--- config.mk ---
export PLATFORM = sky130hd
export DESIGN_NAME = prog_seq
export DESIGN_NICKNAME = d
export VERILOG_FILES = /design/src/rtl/prog_seq_pkg.sv /design/src/rtl/prog_seq_mem.sv /design/src/rtl/prog_seq.sv
export SDC_FILE = /design/constraint.sdc
export NUM_CORES = 1
export LEC_CHECK = 0
export ABC_AREA = 1
export BUFFER_PORTS_ARGS = -buffer_cell sky130_fd_sc_hd__buf_2
export CAP_MARGIN = 20
export CORE_MARGIN = 2
export CORE_UTILIZATION = 30
export CTS_CLUSTER_SIZE = 40
export DETAILED_ROUTE_END_ITERATION = 6
export GPL_TIMING_DRIVEN = 0
export PLACE_DENSITY = 0.53
export REMOVE_ABC_BUFFERS = 1
export SYNTH_ARGS = -nofsm -noshare
export SYNTH_HDL_FRONTEND = slang
export SYNTH_SLANG_ARGS = --single-unit
--- constraint.sdc ---
create_clock -name clk -period 7.81 [get_ports clk]
set_input_delay 0.3905 -clock clk [delete_from_list [all_inputs] [get_ports clk]]
set_output_delay 0.3905 -clock clk [all_outputs]
set_load 0.005 [all_outputs]
--- src/rtl/prog_seq_pkg.sv ---
// Shared definitions for the TIS-100 node program sequencer.
//  - OP_* : decoded opcode classes presented on the instr input
//  - state_e : sequencer FSM states (RUN executes, LOAD accepts program words)
//  - clamp_len : maps a requested program length onto 1..depth
package prog_seq_pkg;

    localparam int unsigned OPC_W = 4;

    localparam logic [OPC_W-1:0] OP_NOP = 4'd0;
    localparam logic [OPC_W-1:0] OP_JMP = 4'd8;
    localparam logic [OPC_W-1:0] OP_JEZ = 4'd9;
    localparam logic [OPC_W-1:0] OP_JNZ = 4'd10;
    localparam logic [OPC_W-1:0] OP_JGZ = 4'd11;
    localparam logic [OPC_W-1:0] OP_JLZ = 4'd12;
    localparam logic [OPC_W-1:0] OP_JRO = 4'd13;

    typedef enum logic [0:0] {
        ST_RUN  = 1'b0,
        ST_LOAD = 1'b1
    } state_e;

    // An empty program still needs one slot; longer than memory is capped.
    function automatic int unsigned clamp_len(input int unsigned len,
                                              input int unsigned depth);
        if (len == 0) begin
            return 1;
        end else if (len > depth) begin
            return depth;
        end
        return len;
    endfunction

endpackage

--- src/rtl/prog_seq_mem.sv ---
// Program memory: DEPTH x OP_W words, one synchronous write port and one
// asynchronous read port. Contents are never cleared by reset.
//  clk    in  clock
//  we     in  write strobe (already range-checked by the caller)
//  waddr  in  write address
//  wdata  in  write data
//  raddr  in  read address
//  rdata  out mem[raddr], combinational
module prog_seq_mem #(
    parameter int unsigned OP_W          = 21,
    parameter int unsigned ADDR_W        = 5,
    parameter int unsigned DEPTH         = 32,
    parameter string       MEM_INIT_FILE = ""
) (
    input  logic              clk,
    input  logic              we,
    input  logic [ADDR_W-1:0] waddr,
    input  logic [OP_W-1:0]   wdata,
    input  logic [ADDR_W-1:0] raddr,
    output logic [OP_W-1:0]   rdata
);

    logic [OP_W-1:0] mem_q [DEPTH];

    // Single write port.
    always_ff @(posedge clk) begin
        if (we) begin
            mem_q[waddr] <= wdata;
        end
    end

    // Zero-latency read so the opcode tracks the PC within the same cycle.
    assign rdata = mem_q[raddr];

endmodule

--- src/rtl/prog_seq.sv ---
// Program sequencer for one TIS-100 execution node: program memory plus PC,
// with runtime program load, runtime program length and a port-stall hold.
//  clk, reset   clock, synchronous active-high reset
//  clk_en       node step enable
//  stall        node blocked on a port; freezes the PC
//  instr        decoded opcode class of the current instruction
//  acc          signed accumulator (conditional jumps)
//  jmp_off      signed PC-relative jump offset
//  prog_we      program write strobe (enters LOAD from RUN)
//  prog_addr    program write address
//  prog_data    program write data
//  prog_commit  end of load: latch prog_len, restart at pc 0
//  prog_len     requested program length
//  opcode       mem[pc], combinational
//  opcode_vld   high while running, low while loading
//  pc           current program counter
module prog_seq
    import prog_seq_pkg::*;
#(
    parameter int unsigned OP_W          = 21,
    parameter int unsigned DATA_W        = 11,
    parameter int unsigned ADDR_W        = 5,
    parameter int unsigned DEPTH         = 32,
    parameter int unsigned NUM_ENTRIES   = 10,
    parameter string       MEM_INIT_FILE = ""
) (
    input  logic              clk,
    input  logic              reset,
    input  logic              clk_en,
    input  logic              stall,
    input  logic [OPC_W-1:0]  instr,
    input  logic [DATA_W-1:0] acc,
    input  logic [DATA_W-1:0] jmp_off,
    input  logic              prog_we,
    input  logic [ADDR_W-1:0] prog_addr,
    input  logic [OP_W-1:0]   prog_data,
    input  logic              prog_commit,
    input  logic [ADDR_W:0]   prog_len,
    output logic [OP_W-1:0]   opcode,
    output logic              opcode_vld,
    output logic [ADDR_W-1:0] pc
);

    localparam int unsigned LW = ADDR_W + 1;
    // Wide enough that pc + offset never overflows and keeps a sign bit.
    localparam int unsigned TW = ((ADDR_W > DATA_W) ? ADDR_W : DATA_W) + 2;

    state_e            state_q, state_d;
    logic [ADDR_W-1:0] pc_q, pc_d;
    logic [LW-1:0]     len_q, len_d;

    logic              mem_we;
    logic              jmp_en;
    logic signed [DATA_W-1:0] off_s;
    logic signed [TW-1:0]     pc_ext, off_ext, len_ext, tgt;

    // Out-of-range writes are dropped; reset suppresses writes as well.
    assign mem_we = prog_we && !reset && (32'(prog_addr) < DEPTH);

    prog_seq_mem #(
        .OP_W         (OP_W),
        .ADDR_W       (ADDR_W),
        .DEPTH        (DEPTH),
        .MEM_INIT_FILE(MEM_INIT_FILE)
    ) u_mem (
        .clk  (clk),
        .we   (mem_we),
        .waddr(prog_addr),
        .wdata(prog_data),
        .raddr(pc_q),
        .rdata(opcode)
    );

    // FSM state register.
    always_ff @(posedge clk) begin
        if (reset) begin
            state_q <= ST_RUN;
        end else begin
            state_q <= state_d;
        end
    end

    // FSM next state: commit always returns to RUN, a write while running starts a load.
    always_comb begin
        state_d = state_q;
        if (prog_commit) begin
            state_d = ST_RUN;
        end else if ((state_q == ST_RUN) && prog_we) begin
            state_d = ST_LOAD;
        end
    end

    // FSM outputs.
    always_comb begin
        opcode_vld = 1'b1;
        if (state_q == ST_LOAD) begin
            opcode_vld = 1'b0;
        end
    end

    // Jump condition on the signed accumulator.
    always_comb begin
        jmp_en = 1'b0;
        case (instr)
            OP_JMP:  jmp_en = 1'b1;
            OP_JRO:  jmp_en = 1'b1;
            OP_JEZ:  jmp_en = (acc == '0);
            OP_JNZ:  jmp_en = (acc != '0);
            OP_JGZ:  jmp_en = !acc[DATA_W-1] && (acc != '0);
            OP_JLZ:  jmp_en = acc[DATA_W-1];
            default: jmp_en = 1'b0;
        endcase
    end

    // Jump target: zero-extended pc plus sign-extended offset.
    always_comb begin
        off_s   = signed'(jmp_off);
        pc_ext  = signed'(TW'(pc_q));
        off_ext = TW'(off_s);
        len_ext = signed'(TW'(len_q));
        tgt     = pc_ext + off_ext;
    end

    // PC and program-length next values.
    always_comb begin
        pc_d  = pc_q;
        len_d = len_q;
        if (prog_commit) begin
            pc_d  = '0;
            len_d = LW'(clamp_len(32'(prog_len), DEPTH));
        end else if ((state_q == ST_LOAD) || prog_we) begin
            pc_d = '0;
        end else if (clk_en && !stall) begin
            if (jmp_en) begin
                if (tgt < 0) begin
                    pc_d = '0;
                end else if (tgt >= len_ext) begin
                    pc_d = ADDR_W'(len_q - LW'(1));
                end else begin
                    pc_d = ADDR_W'(tgt);
                end
            end else if ((LW'(pc_q) + LW'(1)) >= len_q) begin
                // Covers both the normal wrap and a pc left beyond a shrunk length.
                pc_d = '0;
            end else begin
                pc_d = pc_q + ADDR_W'(1);
            end
        end
    end

    // PC and length registers.
    always_ff @(posedge clk) begin
        if (reset) begin
            pc_q  <= '0;
            len_q <= LW'(NUM_ENTRIES);
        end else begin
            pc_q  <= pc_d;
            len_q <= len_d;
        end
    end

    assign pc = pc_q;

endmodule

==> results.md <==
* Peak Freq at 0.228 GHz
* Commonest non-fill, non-tap cell in the layout: edfxtp_1
* Post-synth top flop: edfxtp_1
* Final worst-path cycle share at 0.561
* Synthesized cell area at approximately 0.028 mm2
* Final ANT Viol Nets at 0
* LEAKAGE at about 11 nW
* Hold_buf cts at 0
* Synth unique cells at 46
* Core area at slightly above 0.09 mm2
* Row count at approximately 110
* Max Slew Vio Count at 0
* Vias in the first global route at 18,300
* Critical path data arrival time at roughly 4.0 ns
* Post-route setup slack at about 3.4 ns
* Via count at ~18,000
* Fin nets at roughly 2,300
* Crit path capture type: primary output
* Post-CTS setup buffers at 0
* Fin. Hold Viols at 0
* DIE HEIGHT at just over 300 um
* Post-synth ARST share at 0
* Max-cap violation count at 0
* CTS sink count at 689
* Clock slew at reported path FFs at ~0.060 ns
* WL final at between 70,000 and 80,000 um
* Clock Path Buffers at 3
* PortBufs at 90
* Layout cells sized above 1 at 0.127
* Slew headroom at 0.300
* Congestion Overflow GR at 0
* H-tree Lvls at 3
* Starting density of the core at 0.304
* DRC at 2
* Min-delay src: prog_len[5]
* Die width at between 300 and 400 um
* Synth area leader: edfxtp_1
* Initial antenna violation count at 9
* Post-synth EDFFs at 672
* Post-DR wirelength/cell at 22.9 um
* Io pins at 91
* Die area at roughly 0.096 mm2
* Yosys Warn Count at 0
* Post-Syn Instances at around 2,100
* First-pass GRT wire length at between 100,000 and 150,000 um
* Pwr/cell area at between 200 and 250 mW/mm2
* Largest stage delay, worst path at around 0.59 ns
* Syn Area/Cell at around 13 um2
* Min-Delay Path Class: in2reg
* Synth top area cells: edfxtp_1, nor2_1, o21ai_0, o221ai_1, nand3_1
* Via/cell ratio at between 5 and 6
* RD Place Congestion at 0.782
* Worst EP required at between 7 and 8 ns
* Fin util at 0.356
* Crit path cell chain: buf_16, inv_12, buf_16, o21ai_0, o221ai_1, nand3_1, o21ai_1, nor2_1, a31oi_1, buf_2
* Hold WS at about 0.031 ns
* Post-CTS Resized at 0
* DRT Pass-1 Iters at 7
* Layout area overhead at 17.1%
* Final setup viols at 0
* Top cell type's share of synthesized area at 0.723
* #FFs+latches synth at slightly below 700
* Final worst path period need at 4.38 ns
* Clock latency on the worst-skew pair at 0.61 ns
* CP max stage cell: buf_16
* Clk root buf: clkbuf_16
* Measured slew at the worst slew-check pin at approximately 1.0 ns
* VDD IR max at roughly 0.00015 V
* Critical Path Start Type: register
* RSZ-0062 raised after global routing: false
* Highest-count cells in the layout ignoring fill and taps: edfxtp_1, nor2_1, o21ai_0, o221ai_1, buf_2
* Failing checks: DRC
* Fin Clk Skew at about 0.0099 ns
* DRT iter0 DRCs at ~1,800
* TritonCTS clock tree: done
* RR Startpoint: pc[2]
* Total GRT Usage at 0.165
* DP Wirelength at 45,200 um
* Crit Path Class: reg2out
* Part of the Yosys area used for sequential elements at 0.735
* Most frequent CP cell: buf_16
* Cts bufs inserted at just over 70
* CP max FO at around 230
* Pre-CTS WS at around 4 ns
* Pin count of the biggest net entering global routing at between 200 and 250
* Status: complete, but fails checks
## power breakdown
part           internal (mW)  switching, mW  leakage (nW)
Combinational         0.0722          0.181          3.29
Sequential              4.08         0.0129          6.19
Clock                   1.82           1.40          1.07
Total                   5.98           1.60          10.5
## critical path, delay by kind of cell, from the launching register on
kind	cells	cell delay, ns
flops	1	0.48
simple gates	2	0.18
compound gates	4	0.92
buf+inv	4	1.42
## kinds of logic after synthesis
logic type	synth area share
AOI/OAI and AO/OA	0.132
xor gates and xnor gates	0.00345
adders and majority gates	0.00923
buffers and inverters	0.0357
DFF	0.735
and+or+nand+nor	0.0852
## cells in the mapped netlist (2+ instances only)
library cell	n
inv_1	53
ha_1	19
o211ai_1	4
buf_6	18
dfxtp_1	17
nand2_1	53
buf_1	3
buf_4	21
edfxtp_1	672
a31oi_1	21
clkbuf_1	80
xor2_1	10
nand3_1	79
o22ai_1	45
inv_2	2
a21oi_2	2
nor2_1	434
o21ai_0	325
nand3_2	3
clkbuf_2	2
nand2_2	4
buf_2	17
a32oi_1	19
a21oi_1	15
o221ai_1	124
nor3_1	3
o21ai_1	43
nand4_1	3
## cell type report
cell class	instances	area, um2
inverter	57	239
tap	1243	1560
multi-input combinational	1221	6650
antenna	2	5.00
sequential	689	20500
timing repair buffer	135	1520
clock inverter	29	250
fill	8875	59200
clock buffer	100	1950
## registers in the layout, indices dropped and copies added, names as in the netlist, named ones only
name / flops
len_q: 6
state_q: 1
pc: 5
u_mem.mem_q: 672
## worst paths after layout
| path | to | slack (ns) | cells past startpoint |
|---|---|---|---|
| setup / recovery | opcode[17] | 3.43 | 10 |
| hold reg to reg | state_q | 0.53 | 2 |
| setup reg to reg | pc[3] | 4.81 | 17 |
| hold / removal | len_q[4] | 0.03 | 2 |
## routing by layer
| metal | track usage | share of wire | up-vias |
|---|---|---|---|
| li1 | - | - | 8137 |
| met1 | 0.217 | 0.42 | 9235 |
| met2 | 0.275 | 0.48 | 681 |
| met3 | 0.0298 | 0.069 | 146 |
| met4 | 0.0551 | 0.025 | 12 |
| met5 | 0 | 0.00099 | - |
## stage by stage
step                      power (mW)  TNS, ns  instance area, um2  std cells
after floorplan                 4.28   -41.17               27100       1967
after global placement          4.41  -240.49               29200       3300
after detailed placement        4.43        0               30500       3345
after CTS                       7.64        0               32700       3474
after global routing            7.81        0               32700       3476
final                           7.58        0               32700       3476
Note: power is estimated with default switching activity, not from simulation.
